==> config.mk <==
export PLATFORM = sky130hd
export DESIGN_NAME = mult_normalizer_pipe_flat
export DESIGN_NICKNAME = d
export VERILOG_FILES = /design/src/rtl/mult_normalizer_pipe_if.sv /design/src/rtl/mult_normalizer_pipe.sv /design/src/flat_wrapper.sv
export SDC_FILE = /design/constraint.sdc
export NUM_CORES = 1
export LEC_CHECK = 0
export ABC_AREA = 1
export BUFFER_PORTS_ARGS = -buffer_cell sky130_fd_sc_hd__clkbuf_2
export CORE_ASPECT_RATIO = 0.7
export CORE_MARGIN = 4
export CORE_UTILIZATION = 35
export CTS_CLUSTER_DIAMETER = 40
export DETAILED_ROUTE_END_ITERATION = 7
export PLACE_DENSITY_LB_ADDON = 0.1
export REMOVE_ABC_BUFFERS = 1
export SLEW_MARGIN = 10
export SYNTH_ARGS = -nofsm -noshare
export SYNTH_HDL_FRONTEND = slang
export SYNTH_SLANG_ARGS = --single-unit
==> constraint.sdc <==
create_clock -name clk -period 6.05 [get_ports clk]
set_clock_uncertainty 0.05 [all_clocks]
set_input_delay 0.605 -clock clk [delete_from_list [all_inputs] [get_ports clk]]
set_output_delay 0.605 -clock clk [all_outputs]
set_load 0.01 [all_outputs]
==> src/rtl/mult_normalizer_pipe_if.sv <==
// Valid/ready handshake and per-lane data bus between the multiplier array,
// the normalizer pipeline and the accumulator.
interface mult_normalizer_pipe_if #(
  parameter int LANES   = 4,
  parameter int IN_E_W  = 9,
  parameter int IN_M_W  = 16,
  parameter int OUT_E_W = 8,
  parameter int OUT_M_W = 7
);
  logic                       in_valid;
  logic                       in_ready;
  logic [LANES*IN_E_W-1:0]    in_e;
  logic [LANES*IN_M_W-1:0]    in_m;
  logic                       out_valid;
  logic                       out_ready;
  logic [LANES*OUT_E_W-1:0]   out_e;
  logic [LANES*OUT_M_W-1:0]   out_m;
  logic [LANES*3-1:0]         out_flags;

  modport slave (
    input  in_valid, in_e, in_m, out_ready,
    output in_ready, out_valid, out_e, out_m, out_flags
  );

  modport master (
    output in_valid, in_e, in_m, out_ready,
    input  in_ready, out_valid, out_e, out_m, out_flags
  );
endinterface

==> src/rtl/mult_normalizer_pipe.sv <==
// Two-stage multi-lane normalizer for MX multiplier products (leading-one
// detect, then shift/adjust/special cases). MULT_NORM_ROUND_NEAREST_EN selects RNE, else truncate.
module mult_normalizer_pipe #(
  parameter int LANES   = 4,
  parameter int IN_E_W  = 9,
  parameter int IN_M_W  = 16,
  parameter int OUT_E_W = 8,
  parameter int OUT_M_W = 7
) (
  input  logic                 clk,
  input  logic                 rst,
  mult_normalizer_pipe_if.slave bus,
  input  logic                 cnt_clr,
  output logic [15:0]          ovf_cnt
);

  localparam int P_W   = $clog2(IN_M_W);
  localparam int X_W   = IN_E_W + 2;
  localparam int EXT_W = IN_M_W + 1;
  localparam int C_W   = $clog2(LANES + 1);
  localparam logic signed [X_W-1:0] E_MAX  = X_W'((1 << OUT_E_W) - 1);
  localparam logic signed [X_W-1:0] E_BIAS = X_W'(IN_M_W - 2);
  localparam logic signed [X_W-1:0] E_ZERO = '0;

  logic                      s1_v_q, s1_v_d;
  logic [LANES*IN_E_W-1:0]   s1_e_q, s1_e_d;
  logic [LANES*IN_M_W-1:0]   s1_m_q, s1_m_d;
  logic [P_W-1:0]            s1_p_q [LANES];
  logic [P_W-1:0]            s1_p_d [LANES];

  logic                      out_valid_q, out_valid_d;
  logic [LANES*OUT_E_W-1:0]  out_e_q, out_e_d;
  logic [LANES*OUT_M_W-1:0]  out_m_q, out_m_d;
  logic [LANES*3-1:0]        out_flags_q, out_flags_d;
  logic [15:0]               ovf_cnt_q, ovf_cnt_d;

  logic s2_adv, s1_load, retire;

  assign s2_adv       = !out_valid_q || bus.out_ready;
  assign bus.in_ready = !rst && (!s1_v_q || s2_adv);
  assign s1_load      = bus.in_valid && bus.in_ready;
  assign retire       = out_valid_q && bus.out_ready;

  always_comb begin
    s1_v_d = s1_v_q;
    s1_e_d = s1_e_q;
    s1_m_d = s1_m_q;
    s1_p_d = s1_p_q;
    if (s1_load) begin
      s1_v_d = 1'b1;
      s1_e_d = bus.in_e;
      s1_m_d = bus.in_m;
    end else if (s2_adv) begin
      s1_v_d = 1'b0;
    end
    for (int unsigned l = 0; l < LANES; l++) begin
      if (s1_load) begin
        s1_p_d[l] = '0;
        for (int unsigned b = 0; b < IN_M_W; b++) begin
          if (bus.in_m[l*IN_M_W + b]) s1_p_d[l] = P_W'(b);
        end
      end
    end
  end

  always_comb begin : s2_comb
    logic [IN_E_W-1:0]       e_in;
    logic [IN_M_W-1:0]       m_in;
    logic [P_W-1:0]          shl;
    logic signed [X_W-1:0]   e_x;
    logic signed [X_W-1:0]   e_r;
    logic                    lead;
    logic [OUT_M_W-1:0]      frac;
    logic [OUT_M_W-1:0]      frac_r;
    logic [2:0]              fl;
    logic [OUT_E_W-1:0]      oe;
    logic [OUT_M_W-1:0]      om;
`ifdef MULT_NORM_ROUND_NEAREST_EN
    logic [EXT_W-1:0]        ext;
    logic                    guard;
    logic                    sticky;
    logic                    carry;
`endif
    out_valid_d = out_valid_q;
    out_e_d     = out_e_q;
    out_m_d     = out_m_q;
    out_flags_d = out_flags_q;
    if (s2_adv) out_valid_d = s1_v_q;
    for (int unsigned l = 0; l < LANES; l++) begin
      e_in = s1_e_q[l*IN_E_W +: IN_E_W];
      m_in = s1_m_q[l*IN_M_W +: IN_M_W];
      shl  = P_W'(IN_M_W - 1) - s1_p_q[l];
      e_x  = X_W'(e_in) + X_W'(s1_p_q[l]) - E_BIAS;
      // Mantissa is extended by one zero LSB and shifted so the leading one
      // sits at the top; this covers the right-shift-by-one (MSB set) case too.
`ifdef MULT_NORM_ROUND_NEAREST_EN
      ext    = {m_in, 1'b0} << shl;
      lead   = ext[EXT_W-1];
      frac   = ext[EXT_W-2 -: OUT_M_W];
      guard  = ext[EXT_W-2-OUT_M_W];
      sticky = |ext[EXT_W-3-OUT_M_W:0];
      {carry, frac_r} = {1'b0, frac} + (OUT_M_W+1)'(guard && (sticky || frac[0]));
      e_r    = e_x + X_W'(carry);
`else
      {lead, frac} = (OUT_M_W+1)'(({m_in, 1'b0} << shl) >> (EXT_W - OUT_M_W - 1));
      frac_r = frac;
      e_r    = e_x;
`endif
      fl = 3'b000;
      oe = '0;
      om = '0;
      if (e_in[IN_E_W-1]) begin
        fl = 3'b100;
        oe = '1;
      end else if (!lead) begin
        fl = 3'b001;
      end else if (e_x <= E_ZERO) begin
        fl = 3'b010;
      end else if (e_r >= E_MAX) begin
        fl = 3'b100;
        oe = '1;
      end else begin
        oe = e_r[OUT_E_W-1:0];
        om = frac_r;
      end
      if (s2_adv && s1_v_q) begin
        out_e_d[l*OUT_E_W +: OUT_E_W] = oe;
        out_m_d[l*OUT_M_W +: OUT_M_W] = om;
        out_flags_d[l*3 +: 3]         = fl;
      end
    end
  end

  always_comb begin : cnt_comb
    logic [C_W-1:0] nov;
    logic [16:0]    sum;
    nov = '0;
    for (int unsigned l = 0; l < LANES; l++) begin
      nov = nov + C_W'(out_flags_q[l*3 + 2]);
    end
    sum       = {1'b0, ovf_cnt_q} + 17'(nov);
    ovf_cnt_d = ovf_cnt_q;
    if (cnt_clr)     ovf_cnt_d = '0;
    else if (retire) ovf_cnt_d = sum[16] ? '1 : sum[15:0];
  end

  always_ff @(posedge clk) begin
    if (rst) begin
      s1_v_q      <= 1'b0;
      out_valid_q <= 1'b0;
      out_e_q     <= '0;
      out_m_q     <= '0;
      out_flags_q <= '0;
      ovf_cnt_q   <= '0;
    end else begin
      s1_v_q      <= s1_v_d;
      out_valid_q <= out_valid_d;
      out_e_q     <= out_e_d;
      out_m_q     <= out_m_d;
      out_flags_q <= out_flags_d;
      ovf_cnt_q   <= ovf_cnt_d;
    end
    s1_e_q <= s1_e_d;
    s1_m_q <= s1_m_d;
    s1_p_q <= s1_p_d;
  end

  assign bus.out_valid = out_valid_q;
  assign bus.out_e     = out_e_q;
  assign bus.out_m     = out_m_q;
  assign bus.out_flags = out_flags_q;
  assign ovf_cnt       = ovf_cnt_q;

endmodule

==> src/flat_wrapper.sv <==
// flat-port wrapper written by rule: the top's interface ports become plain ports
module mult_normalizer_pipe_flat 
#(
  parameter int LANES   = 4,
  parameter int IN_E_W  = 9,
  parameter int IN_M_W  = 16,
  parameter int OUT_E_W = 8,
  parameter int OUT_M_W = 7
)
  (clk, rst, cnt_clr, ovf_cnt, bus_in_valid, bus_in_e, bus_in_m, bus_out_ready, bus_in_ready, bus_out_valid, bus_out_e, bus_out_m, bus_out_flags);
  mult_normalizer_pipe_if #(.LANES(LANES), .IN_E_W(IN_E_W), .IN_M_W(IN_M_W), .OUT_E_W(OUT_E_W), .OUT_M_W(OUT_M_W)) bus_i ();
  input  logic clk;
  input  logic rst;
  input  logic cnt_clr;
  output logic [15:0] ovf_cnt;
  input wire logic [$bits(bus_i.in_valid)-1:0] bus_in_valid;
  input wire logic [$bits(bus_i.in_e)-1:0] bus_in_e;
  input wire logic [$bits(bus_i.in_m)-1:0] bus_in_m;
  input wire logic [$bits(bus_i.out_ready)-1:0] bus_out_ready;
  output wire logic [$bits(bus_i.in_ready)-1:0] bus_in_ready;
  output wire logic [$bits(bus_i.out_valid)-1:0] bus_out_valid;
  output wire logic [$bits(bus_i.out_e)-1:0] bus_out_e;
  output wire logic [$bits(bus_i.out_m)-1:0] bus_out_m;
  output wire logic [$bits(bus_i.out_flags)-1:0] bus_out_flags;
  assign bus_i.in_valid = bus_in_valid;
  assign bus_i.in_e = bus_in_e;
  assign bus_i.in_m = bus_in_m;
  assign bus_i.out_ready = bus_out_ready;
  assign bus_in_ready = bus_i.in_ready;
  assign bus_out_valid = bus_i.out_valid;
  assign bus_out_e = bus_i.out_e;
  assign bus_out_m = bus_i.out_m;
  assign bus_out_flags = bus_i.out_flags;
  mult_normalizer_pipe #(.LANES(LANES), .IN_E_W(IN_E_W), .IN_M_W(IN_M_W), .OUT_E_W(OUT_E_W), .OUT_M_W(OUT_M_W)) u_core (.clk(clk), .rst(rst), .bus(bus_i), .cnt_clr(cnt_clr), .ovf_cnt(ovf_cnt));
endmodule
==> impl_results.md <==
* Largest net degree at the start of global routing at 60
* Num CTS Buffers at 37
* WHS Path Cells at 1
* Antenna viol nets, final at 0
* HPWL Detailed at 28.1 mm
* Diode count at 0
* RSZ-0062 raised after global routing: false
* Post-layout util at 0.431
* Worst Path Arrival at 3.79 ns
* Final Hold Viols at 0
* Gate Count Post-Synth at between 1500 and 2000
* Fin area at ~0.016 mm2
* Cts repair resizes at 0
* Post-synth ARST share at 0
* Clock-pin slew on the worst setup and hold paths at 0.06 ns
* Die H at 169 um
* RePlAce Congestion at 0.866
* CTS H-Tree Depth at 2
* Post-CTS Hold Fix Bufs at 0
* I/O pin total at 195
* Global route overflow at 0
* Sequential cell area fraction in the yosys report at 0.407
* Starting Density at 0.358
* Die X at 238 um
* Unique masters post-synth at 50
* Num Clock Sinks at 206
* Worst r2r path cells at 17
* HP Start: bus_in_e[32]
* # Post-CTS Setup Buffers at 0
* Max_cap viols at 0
* Worst Path Required at 6.37 ns
* Die area at 0.0403 mm2
* Hold Path End: u_core.s1_e_q[32]
* Cells after DPL at between 2000 and 2500
* Buffers on Ports at 194
* Drt total wl at 36.2 mm
* Yosys warning count at 0
* Max-slew violations at 0
* Cell Pwr Density at ~270 mW/mm2
* Area grow syn2layout at 20.5%
* Number of global-route vias before repair at 11200
* Via-to-Cell Ratio at 4.84
* NumNets Final at around 2100
* GRT Total Usage at 0.176
* CP Class: reg2reg
* First DRT Iteration DRCs at 842
* Clock Tree Buf Depth at 3
* Multi-input gate area in the final layout at 0.00666 mm2
* Peak supply drop at between 0.15 and 0.2 mV
* Final Critical Period at around 3.5 ns
* DR WL/cell at 14.5 um
* Syn avg cell area at around 7.2 um2
* Status: finished clean
* Placed instance area at 0.0144 mm2
* First-pass GRT wire length at 58.6 mm
* Tot Pwr at 0.00428 W
* Sequential cell area at around 0.0053 mm2
* Clk Latency, worst-skew pair at 0.52 ns
* Reg2Reg Setup Slack at 2.58 ns
* Synthesized area at about 0.013 mm2
* Worst r2r src: u_core.s1_p_q[4]
* Initial antenna violation count at 0
* Fmax at 288 MHz
* Hold Crit Class: in2reg
* Clock Tree Root: clkbuf_16
* Dominant synthesized flop cell: edfxtp_1
* P_leak at a little over 7 nW
* Relative slew slack at 0.349
* Core area at between 0.03 and 0.04 mm2
* Critical Path Start Type: register
* Most frequent cells in the layout: 479 x nand2_1, 207 x inv_1, 194 x clkbuf_2
* Critical Path End Type: register
* First-pass iteration count of the detailed router at 5
* Via count at 12100
* Slew @ Worst Pin at 0.975 ns
* Commonest non-fill, non-tap cell in the layout: nand2_1
* Ratio of final minimum period to clock period at 0.573
* FILL cells at approximately 3800
* #FFs+latches synth at between 200 and 250
* Layout cells sized above 1 at 0.167
* Non-Filler Instances at 2499
* Setup violators final at 0
* Number of flops mapped to enable cells by yosys at about 120
* DRC viols at 0
* # rows at slightly below 60
* TritonCTS clock tree: built
* CP max FO at 21
* R2R Path End: u_core.bus.out_e[19]
* Final hold slack at 0.208 ns
-- synth_stat cells, types with 8 or more instances --
| library cell | n | area [um2] |
|---|---|---|
| nand2_1 | 480 | 1800 |
| edfxtp_1 | 116 | 3480 |
| nor2_4 | 9 | 101 |
| a21oi_1 | 111 | 556 |
| clkbuf_1 | 35 | 131 |
| nand4_1 | 40 | 250 |
| o211ai_1 | 12 | 90.1 |
| inv_1 | 207 | 777 |
| nand2_2 | 31 | 194 |
| dfxtp_1 | 90 | 1800 |
| nor2_1 | 172 | 646 |
| nand3b_1 | 9 | 67.6 |
| nor4_1 | 15 | 93.8 |
| nor3_1 | 13 | 65.1 |
| inv_2 | 9 | 33.8 |
| ha_1 | 29 | 363 |
| mux2i_1 | 15 | 150 |
| buf_2 | 8 | 40.0 |
| nor2_2 | 8 | 50.1 |
| o21ai_0 | 163 | 816 |
| nand3_1 | 157 | 786 |
-- power breakdown --
| part | total, W | internal [W] | switching [W] |
|---|---|---|---|
| sequential | 0.00160 | 0.00154 | 0.0000517 |
| combinational | 0.000586 | 0.000200 | 0.000386 |
| clock | 0.00210 | 0.00132 | 0.000780 |
-- cell families after synthesis --
| group | count (synthesis) | share of synthesized area |
|---|---|---|
| AOI/OAI and AO/OA | 314 | 0.129 |
| xor gates and xnor gates | 11 | 0.00742 |
| adders and majority gates | 35 | 0.0372 |
| buffers and inverters | 273 | 0.0817 |
| DFF | 206 | 0.407 |
| muxes | 15 | 0.0116 |
| and+or+nand+nor | 952 | 0.327 |
-- critical path, stage by stage, from the launching register on --
cell      delay (ns)
edfxtp_1        0.66
ha_1            0.37
fa_1            0.46
xnor2_1         0.21
inv_1           0.09
ha_1            0.21
nand3_1         0.14
nand2_1         0.10
nor2_1          0.20
nand2_1         0.07
nand2_1         0.06
nand2_1         0.05
nor2_2          0.11
nand2_1         0.10
nand3_1         0.08
nand2_1         0.08
nand2_2         0.17
a21oi_1         0.11
-- routing by layer --
metal | wire, um | share of wire | GRT usage
met1 | 18700 | 0.52 | 0.264
met2 | 15100 | 0.42 | 0.264
met3 | 1870 | 0.052 | 0.0361
met4 | 564 | 0.016 | 0.0381
met5 | 0 | 0 | 0
-- worst max-delay path by stage --
stage,from,endpoint,slack [ns],depth (start not counted)
finish,u_core.s1_p_q[4],u_core.bus.out_e[19],2.58,17
global route,u_core.s1_p_q[4],u_core.bus.out_e[23],2.13,17
CTS,u_core.s1_p_q[12],u_core.bus.out_m[3],2.59,20
detailed placement,rst,u_core.s1_e_q[35],2.46,6
global placement,rst,u_core.s1_e_q[34],2.46,6
floorplan,rst,u_core.s1_e_q[0],-0.46,3
-- layout make-up --
| class | instances | share of cell area |
|---|---|---|
| Clock buffer | 41 | 0.0621 |
| Clock inverter | 25 | 0.0182 |
| Inverter | 220 | 0.0528 |
| Multi-Input combinational cell | 1327 | 0.425 |
| Sequential cell | 206 | 0.338 |
| Tap cell | 480 | 0.0384 |
| Timing Repair Buffer | 200 | 0.0657 |
-- through the flow --
step                TNS, ns  setup WS, ns
detailed placement        0          2.46
finish                    0          2.58
global placement          0          2.46
CTS                       0          2.59
global route              0          2.13
floorplan            -52.80        -0.455
-- sequential cells by signal (all words and copies together) (netlist names) --
register / count
u_core.ovf_cnt: 16
u_core.bus.out_m: 28
u_core.s1_e_q: 36
u_core.s1_p_q: 16
u_core.bus.out_flags: 12
u_core.bus.out_e: 32
u_core.s1_v_q: 1
u_core.s1_m_q: 64
u_core.bus.out_valid: 1
Note: power is estimated with default switching activity, not from simulation.
